File: config.mk
export PLATFORM = sky130hd
export DESIGN_NAME = dsp_flow_ctrl
export DESIGN_NICKNAME = d
export VERILOG_FILES = /design/src/rtl/dsp_flow_ctrl.sv
export SDC_FILE = /design/constraint.sdc
export NUM_CORES = 1
export LEC_CHECK = 0
export BUFFER_PORTS_ARGS = -buffer_cell sky130_fd_sc_hd__clkbuf_2
export CELL_PAD_IN_SITES_DETAIL_PLACEMENT = 0
export CELL_PAD_IN_SITES_GLOBAL_PLACEMENT = 1
export CORE_MARGIN = 4
export CORE_UTILIZATION = 44
export DETAILED_ROUTE_END_ITERATION = 12
export PLACE_DENSITY = 0.83
export SLEW_MARGIN = 5
export SYNTH_ARGS = -nofsm -noshare
export SYNTH_HDL_FRONTEND = slang
export SYNTH_SLANG_ARGS = --single-unit
File: constraint.sdc
create_clock -name clk -period 4.1 [get_ports clk]
set_clock_uncertainty 0.2 [all_clocks]
set_input_delay 0.205 -clock clk [delete_from_list [all_inputs] [get_ports clk]]
set_output_delay 0.205 -clock clk [all_outputs]
set_load 0.01 [all_outputs]
File: src/rtl/dsp_flow_ctrl.sv
// Registered branch-resolution unit: conditional/unconditional jumps, CALL/RET through a
// return-address stack, and one zero-overhead hardware loop, emitting a one-cycle jump request.
module dsp_flow_ctrl #(
  parameter int DATA_W      = 16,
  parameter int ADDR_W      = 16,
  parameter int STACK_DEPTH = 4,
  localparam int CNT_W      = $clog2(STACK_DEPTH + 1)
) (
  input  logic              clk,
  input  logic              rst,
  input  logic              flow_valid,
  input  logic              stall,
  input  logic [2:0]        flow_mode,
  input  logic [DATA_W-1:0] alu_result,
  input  logic [ADDR_W-1:0] target_addr,
  input  logic [ADDR_W-1:0] pc,
  input  logic              err_clr,
  output logic              jump_flag,
  output logic [ADDR_W-1:0] jump_addr,
  output logic [CNT_W-1:0]  stack_count,
  output logic              loop_active,
  output logic              err_overflow,
  output logic              err_underflow
);

  localparam int IDX_W = (STACK_DEPTH > 1) ? $clog2(STACK_DEPTH) : 1;
  localparam int SLOTS = 1 << IDX_W;
  localparam logic [CNT_W-1:0] FULL = CNT_W'(STACK_DEPTH);

  typedef enum logic [2:0] {
    FLOW_NONE, FLOW_JMP, FLOW_BEZ, FLOW_BNEZ, FLOW_BLTZ, FLOW_CALL, FLOW_RET, FLOW_LOOP
  } flow_e;

  flow_e mode;
  assign mode = flow_e'(flow_mode);

  logic              jump_q, jump_d;
  logic [ADDR_W-1:0] jump_addr_q, jump_addr_d;
  logic [ADDR_W-1:0] stack_q [SLOTS];
  logic [ADDR_W-1:0] stack_d [SLOTS];
  logic [CNT_W-1:0]  sp_q, sp_d;
  logic              loop_active_q, loop_active_d;
  logic [ADDR_W-1:0] loop_start_q, loop_start_d;
  logic [ADDR_W-1:0] loop_end_q, loop_end_d;
  logic [DATA_W-1:0] loop_count_q, loop_count_d;
  logic              ovf_q, ovf_d, unf_q, unf_d;
  logic              redirect, is_loop;
  logic [IDX_W-1:0]  push_idx, pop_idx;

  assign push_idx = sp_q[IDX_W-1:0];
  assign pop_idx  = IDX_W'(sp_q - 1'b1);

  // NOTE: every variable gets its hold value first so no path through this block infers a latch.
  always_comb begin
    jump_d        = jump_q;
    jump_addr_d   = jump_addr_q;
    stack_d       = stack_q;
    sp_d          = sp_q;
    loop_active_d = loop_active_q;
    loop_start_d  = loop_start_q;
    loop_end_d    = loop_end_q;
    loop_count_d  = loop_count_q;
    ovf_d         = ovf_q;
    unf_d         = unf_q;
    redirect      = 1'b0;
    is_loop       = 1'b0;

    if (!stall) begin
      jump_d = 1'b0;
      if (err_clr) begin
        ovf_d = 1'b0;
        unf_d = 1'b0;
      end
      if (flow_valid) begin
        case (mode)
          FLOW_JMP:  redirect = 1'b1;
          FLOW_BEZ:  redirect = (alu_result == '0);
          FLOW_BNEZ: redirect = (alu_result != '0);
          FLOW_BLTZ: redirect = alu_result[DATA_W-1];
          FLOW_CALL: begin
            if (sp_q < FULL) begin
              redirect          = 1'b1;
              stack_d[push_idx] = pc + 1'b1;
              sp_d              = sp_q + 1'b1;
            end else begin
              ovf_d = 1'b1;
            end
          end
          FLOW_RET: begin
            if (sp_q != '0) begin
              jump_d      = 1'b1;
              jump_addr_d = stack_q[pop_idx];
              sp_d        = sp_q - 1'b1;
            end else begin
              unf_d = 1'b1;
            end
          end
          FLOW_LOOP: begin
            is_loop      = 1'b1;
            loop_start_d = pc + 1'b1;
            loop_end_d   = target_addr;
            if (alu_result == '0) begin
              jump_d        = 1'b1;
              jump_addr_d   = target_addr + 1'b1;
              loop_active_d = 1'b0;
              loop_count_d  = '0;
            end else begin
              loop_active_d = 1'b1;
              loop_count_d  = alu_result;
            end
          end
          default: ;
        endcase

        // A taken jump/CALL/RET at loop end wins and leaves the loop counter untouched.
        if (redirect) begin
          jump_d      = 1'b1;
          jump_addr_d = target_addr;
        end else if (mode != FLOW_RET || sp_q == '0) begin
          if (!is_loop && loop_active_q && pc == loop_end_q) begin
            if (loop_count_q > DATA_W'(1)) begin
              jump_d       = 1'b1;
              jump_addr_d  = loop_start_q;
              loop_count_d = loop_count_q - 1'b1;
            end else begin
              loop_active_d = 1'b0;
              loop_count_d  = '0;
            end
          end
        end
      end
    end
  end

  // NOTE: the stack contents are reset too, so a reset leaves no stale return addresses behind.
  always_ff @(posedge clk) begin
    if (!rst) begin
      jump_q        <= 1'b0;
      jump_addr_q   <= '0;
      for (int i = 0; i < SLOTS; i++) stack_q[i] <= '0;
      sp_q          <= '0;
      loop_active_q <= 1'b0;
      loop_start_q  <= '0;
      loop_end_q    <= '0;
      loop_count_q  <= '0;
      ovf_q         <= 1'b0;
      unf_q         <= 1'b0;
    end else begin
      // NOTE: sequential state uses non-blocking assignment so all registers update together.
      jump_q        <= jump_d;
      jump_addr_q   <= jump_addr_d;
      stack_q       <= stack_d;
      sp_q          <= sp_d;
      loop_active_q <= loop_active_d;
      loop_start_q  <= loop_start_d;
      loop_end_q    <= loop_end_d;
      loop_count_q  <= loop_count_d;
      ovf_q         <= ovf_d;
      unf_q         <= unf_d;
    end
  end

  assign jump_flag     = jump_q;
  assign jump_addr     = jump_addr_q;
  assign stack_count   = sp_q;
  assign loop_active   = loop_active_q;
  assign err_overflow  = ovf_q;
  assign err_underflow = unf_q;

endmodule

# Yosys cells after proc, flatten, opt, wreduce, memory -nomap -nowiden

Index checks and enable logic that the tools add are counted.

Bits in latches: 0
ROM bits: 0
Register bits after elaboration: 135
RAM bits: 0
Memories: 0
Input bits: 56

Bitwise gates (word level): 3
$mul: 0
Divide/modulo/power cells: 0
Mux-type cells: 51
Shifts and indexed selects: 0
$add $sub $neg: 5
Reduce and logical (&&, ||, !) cells: 14
Order comparisons: 5
Eq/ne operators: 11

Operator list:

| kind                    | number |
|---|---|
| $mux W16                | 15 |
| $bwmux W64              | 1 |
| $add A16 B1 Y16 const B | 2 |
| $bmux W16 S2            | 1 |
| $demux W16 S2           | 1 |
| $pmux W16 S2            | 1 |
| $mux W1                 | 27 |
| $eq A16 B16 Y1          | 1 |
| $gt A16 B1 Y1 const B   | 1 |
| $logic_not A16 Y1       | 1 |
| $reduce_bool A16 Y1     | 1 |
| $sub A16 B1 Y16 const B | 1 |
| $eq A3 B3 Y1 const B    | 4 |
| $eq A3 B2 Y1 const B    | 2 |
| $ge A3 B3 Y1 const B    | 2 |
| $mux W3                 | 2 |
| $not A2 Y3              | 2 |
| $pmux W3 S2             | 1 |
| $pmux W1 S5             | 1 |
| $reduce_and A5 Y1       | 1 |
| $ne A2 B2 Y1 const B    | 2 |
| $reduce_and A4 Y1       | 1 |
| $add A3 B1 Y3 const B   | 1 |
| $eq A3 B1 Y1 const B    | 1 |
| 14 further kinds        | 16 |

# Depth between registers and ports, before layout

Depth after elaboration: 11
Depth in mapped cells: 12
Gate-level depth less buffers: 8

# Least setup slack after synthesis

OpenSTA, ideal clock, no wires.

Path type: reg2reg
Start: reg sp_q[0], in the netlist stack_count[0]
End: reg jump_addr_q[14], in the netlist jump_addr[14]
Data required time: 3.779 ns
Buffers on the path: 4
Stages on the path, launching flop included: 12
Arrival: 2.783 ns
Slack: 0.996 ns
Library setup time: 0.121 ns
Path through: dfxtp_1 buf_2 buf_2 inv_1 ha_1 clkbuf_1 clkbuf_1 mux4_2 a22oi_1 o21ai_0 nor2_1 nor4_1

Word-level cells in the longest chain between the ends: 11
Elaborated cells between the ends (all ways): 19
Classes of those cells: add/sub: 1; order compare: 1; mux: 13; bitwise: 1; reduce/logical: 3

RTL lines:

| item                                           | line | source |
|---|---|---|
| start: declaration                             | 41   | `logic [CNT_W-1:0] sp_q, sp_d;` |
| start signal: assignment                       | 153  | `sp_q <= sp_d;` |
| $sub A3 B1 Y3 *                                | -    |  |
| named net pop_idx[0]                           | 48   | `logic [IDX_W-1:0] push_idx, pop_idx;` |
| $not A2 Y3 (implied by the code) *             | 92   | `jump_addr_d = stack_q[pop_idx];` |
| $bmux W16 S2 *                                 | 92   |  |
| $mux W16 (implied by the code) * (2 in series) | 92   |  |
| $mux W16 *                                     | 90   | `if (sp_q != '0) begin` |
| $pmux W16 S2 *                                 | 75   | `case (mode)` |
| $mux W16                                       | 121  | `if (loop_count_q > DATA_W'(1)) begin` |
| $mux W16                                       | 120  | `if (!is_loop && loop_active_q && pc == loop_end_q) begin` |
| $mux W16 *                                     | 119  | `end else if (mode != FLOW_RET \|\| sp_q == '0) begin` |
| $mux W16 *                                     | 116  | `if (redirect) begin` |
| end signal: assignment                         | 151  | `jump_addr_q <= jump_addr_d;` |
| end: declaration                               | 38   | `logic [ADDR_W-1:0] jump_addr_q, jump_addr_d;` |

Mark *: on every way through the listed nets, which the timed path passes. The rest lies on a longest branch. The select of a mux whose other input is x is not followed.
A chain may end at the register's enable or synchronous reset.

# Worst setup path in the final report

Start: in pc[0]
End: reg loop_count_q[13]

Word-level cells in the longest chain between the ends: 5

RTL lines:

| item                   | line | source |
|---|---|---|
| start: declaration     | 16   | `input logic [ADDR_W-1:0] pc,` |
| $eq A16 B16 Y1         | 120  |  |
| $logic_and A1 B1 Y1    | 120  |  |
| $mux W16               | 120  |  |
| $mux W16               | 119  |  |
| $mux W16               | 116  |  |
| end signal: assignment | 157  | `loop_count_q <= loop_count_d;` |
| end: declaration       | 45   | `logic [DATA_W-1:0] loop_count_q, loop_count_d;` |

Every way passes these cells.

==> results <==
- TritonCTS built the clock tree.
- For this run, the slowest stage of the critical path takes 0.61 ns.
- The number of cells produced by synthesis is a little over 800.
- Subtracting the final worst setup slack from the clock period gives approximately 3.3 ns.
- After synthesis, the share of flip-flops with an asynchronous set or reset is 0%.
- Detailed placement ended at an HPWL of ~14000 um.
- The tree is rooted in a clkbuf_16.
- The height of the die is between 100 and 150 um.
- Net switching is between 20 and 30% of the power.
- The max-slew violation count is 0.
- The pin count of the biggest net entering global routing is 61.
- The number of maximum-capacitance violations is 0.
- The count of different cell masters after synthesis is between 50 and 60.
- Measured along the x axis, the die boundary spans around 130 um.
- After synthesis, flip-flops and latches occupy between 30% and 40% of the total area.
- The transition time at the pin with the least slew margin is 0.806 ns.
- Sorting the synthesized cells by area gives the leading types as dfxtp_1 39%, a211oi_1 9.0%, nor2_1 6.9%.
- The mean number of vias per cell is 5.86.
- By count the netlist is led by 135 x dfxtp_1, 126 x nor2_1, 85 x nand2_1.
- The arrival time at the worst endpoint is 3.39 ns.
- The element type at the critical path end is a register.
- The worst setup path is launched from an input port.
- After detailed routing, the average wire length per cell comes to 18.5 um.
- The total number of yosys warnings is 0.
- For this configuration, the core starts out at a cell density of approximately 45%.
- The initial antenna violation count is 0.
- The maximum level of the CTS H-tree is 4.
- The post-placement setup slack is between 1 and 1.5 ns.
- The routed layout has between 6000 and 7000 vias.
- In this run, the combinational gates consume a little over a tenth of the power.
- The via count of the first global-routing pass is 6380.
- The register bit total from synthesis is ~140.
- The post-synthesis to final-layout area growth is 20.5%.
- The class of the most critical hold timing path is input port to register.
- Yosys mapped a number of flops with a built-in enable equal to 0.
- After synthesis the cells add up to just under 7000 um^2.
- VDD sags by at most 0.310 mV.
- The leakage power figure is roughly 2.9 nW.
- The peak fanout along the critical path is 18.
- On the critical path the largest part of the delay comes from simple AND/OR/NAND/NOR gates.
- In this run the post-CTS setup repair buffer count came out at 0.
- The DRC violation count after routing is 0.
- Of the available clock period, the critical path in the final layout requires between 70% and 80%.
- The register share of total power is between 40% and 50%.
- The worst-skew pair later-pin latency is about 0.42 ns.
- Setup violations remaining at the end of the flow were counted as 0.
- The clock transition at the register clock pins on the worst setup and hold paths after CTS is about 0.06 ns.
- Based on the critical path, the design can be clocked at up to 0.307 GHz.
- Measured against its own limit, the worst slew margin works out to 46.3%.
- The proportion of power drawn by the clock network is a little under half.
- The worst path meets setup with 0.846 ns of slack.
- The slowest stage cell on the critical path is or4_1.
- The number of cell rows is 45.
- In the final layout, the share of cells above drive strength 1 is 16.8%.
- The number of I/O port buffers is around 80.
- The setup path with the least slack is of type input port to register.
- Wire segments on met2 add up to roughly 10000 um in the final route.
- The first TritonRoute pass finished after 5 iterations.
- The flow ran to the end, and the final reports show no timing, DRC or antenna violations.
- The total routed wire length on the met1 layer is around 9000 um.
- The detailed router used layers up to and including met4.
- In the final timing run, aggregate negative setup slack is 0 ns.
- Power spread over the standard cell area amounts to between 300 and 400 nW/um^2.
- The count of nets left with antenna violations after detail routing is 0.
- Global routing finished with a remaining overflow of 0.
- The core outline area is 15300 um^2.
- After synthesis, the largest area contributor takes up roughly two fifths of total cell area.
- The overall fraction of global-route tracks in use is between 20% and 30%.
- The global-route wire length before repair is between 30000 and 40000 um.
- The overall die area is approximately 18000 um^2.
- The count of nets after finishing is between 900 and 1000.
- The filler cells instantiated in the layout total 1391.
- In this run the power spent charging and discharging nets is approximately 0.9 mW.
- The DRC violation total after the first TritonRoute iteration is a little under 500.
- Wire segments on met3 add up to about 1400 um in the final route.
- The number of inserted diodes is 0.
- Traced cell by cell, the critical path runs through dlygate4sd3_1, clkbuf_2, xor2_1, nor4_1, nand2b_1, nor3_1, nand2_1, or4_1, a31oi_1.
- The global placer's final weighted congestion is between 0.8 and 0.9.
- Setup repair after global routing left no endpoint under its margin.
- The final wirelength is ~21000 um.
- The internal portion of the total power is 2.34 mW.
- The largest total area in the synthesized netlist belongs to dfxtp_1.
- The TritonCTS buffer count is 17.
- When the netlist entered floorplanning its net count stood at 887.
- The hold violation count in the final report is 0.
- The clock passes through at most 2 buffers.
- Among all cell types in the netlist, the one instantiated most often is dfxtp_1.
- During I/O placement, the number of pins put on the boundary was 79.
- The synthesized area per cell is 8.39 um^2.
- The clock net in this run drives a total of 135 sinks.
- The final standard cell utilization of the core is between 50 and 60%.
- Among all flip-flop cells after synthesis, the most frequent one is dfxtp_1.
- Data on the critical path is required at its endpoint by 4.23 ns.
- The buffer and inverter count on the worst path is 2.
==> cell families after synthesis <==
group	count (synthesis)	synth area share [%]
AOI/OAI and AO/OA	204	20.1
xor gates and xnor gates	48	6.09
adders and majority gates	9	1.63
buffers and inverters	72	4.34
DFF	135	39.2
muxes	24	6.46
and+or+nand+nor	330	22.2
==> registers in the layout (all words and copies together), names as in the netlist <==
register and cells:
jump_flag 1, err_overflow 1, err_underflow 1, loop_active 1, jump_addr 16, stack_q 64, loop_start_q 16, loop_count_q 16
loop_end_q 16, stack_count 3
==> cell type report <==
| type | count | area, um^2 | share of cell area (%) |
|---|---|---|---|
| multi-input combinational | 615 | 3910 | 47.0 |
| sequential | 135 | 2700 | 32.5 |
| timing repair buffer | 124 | 816 | 9.82 |
| clock inverter | 15 | 158 | 1.90 |
| clock buffer | 17 | 425 | 5.12 |
| inverter | 10 | 38.8 | 0.467 |
| tap | 211 | 264 | 3.18 |
==> power by group through the flow <==
stage,logic [mW],clock network [mW],registers [mW]
3_3_place_gp,0.317,0,1.40
4_1_cts,0.350,1.53,1.37
3_5_place_dp,0.324,0,1.40
6_report,0.355,1.51,1.37
5_1_grt,0.387,1.59,1.37
2_1_floorplan,0.199,0,1.39
==> layout by cell type, fill, tap and decap left out, types with 3 or more instances in the layout <==
cell           count
or3_1              4
a211oi_1          83
or4_1              3
nand2b_1           4
buf_4             14
clkbuf_2          78
a22oi_1           13
and3_1            11
o21ai_0           44
a21oi_1           32
and4_1             5
nand4_1            5
inv_6              4
nor2b_1            3
inv_8              5
xnor2_1           12
and2_1             8
mux2i_1            6
a21o_1             3
mux4_2            16
clkinvlp_4         3
clkbuf_16         17
nand3_1           14
nor3_1            24
inv_1              9
nor4_1            29
dfxtp_1          135
nand2_1           85
dlygate4sd3_1     32
nor2_1           124
xor2_1            36
ha_1               9
a31oi_1            7
==> worst paths after layout <==
kind         slack, ns       startpoint                to  cells after the start
min reg2reg       0.27  loop_start_q[1]   loop_start_q[1]                      2
min               0.02    alu_result[1]   loop_count_q[1]                      4
max reg2reg       1.02   loop_end_q[12]  loop_count_q[13]                      7
max               0.85            pc[0]  loop_count_q[13]                      9
==> worst register-to-register path, delay by kind of cell, from the launching register on <==
family,cells,cell delay [ns]
AOI/OAI and AO/OA,1,0.19
xor gates and xnor gates,1,0.16
DFF,1,0.33
and+or+nand+nor,5,2.12
==> per-layer routing <==
layer  up-vias  global-route usage (%)
li1       3146                       -
met3        38                    4.87
met2       262                    38.2
met4         0                    9.37
met5         -                       0
met1      3157                    29.9
==> repair_timing <==
action / CTS / global route
resized for setup: 0 / 0
hold endpoints to repair: 38 / 0
endpoints found under the setup margin: 0 / 0
hold buffers: 32 / 0
==> stage by stage <==
| stage | std cells | hold WS, ns | power (mW) | cell area [um^2] |
|---|---|---|---|---|
| final | 1127 | 0.0159 | 3.24 | 8310 |
| after global routing | 1127 | 0.0152 | 3.35 | 8310 |
| after CTS | 1127 | 0.00451 | 3.25 | 8310 |
| after detailed placement | 1063 | 0.233 | 1.72 | 7410 |
| after global placement | 1063 | 0.228 | 1.71 | 7410 |
| after floorplan | 822 | 0.114 | 1.59 | 6900 |
Note: power is estimated with default switching activity, not from simulation.
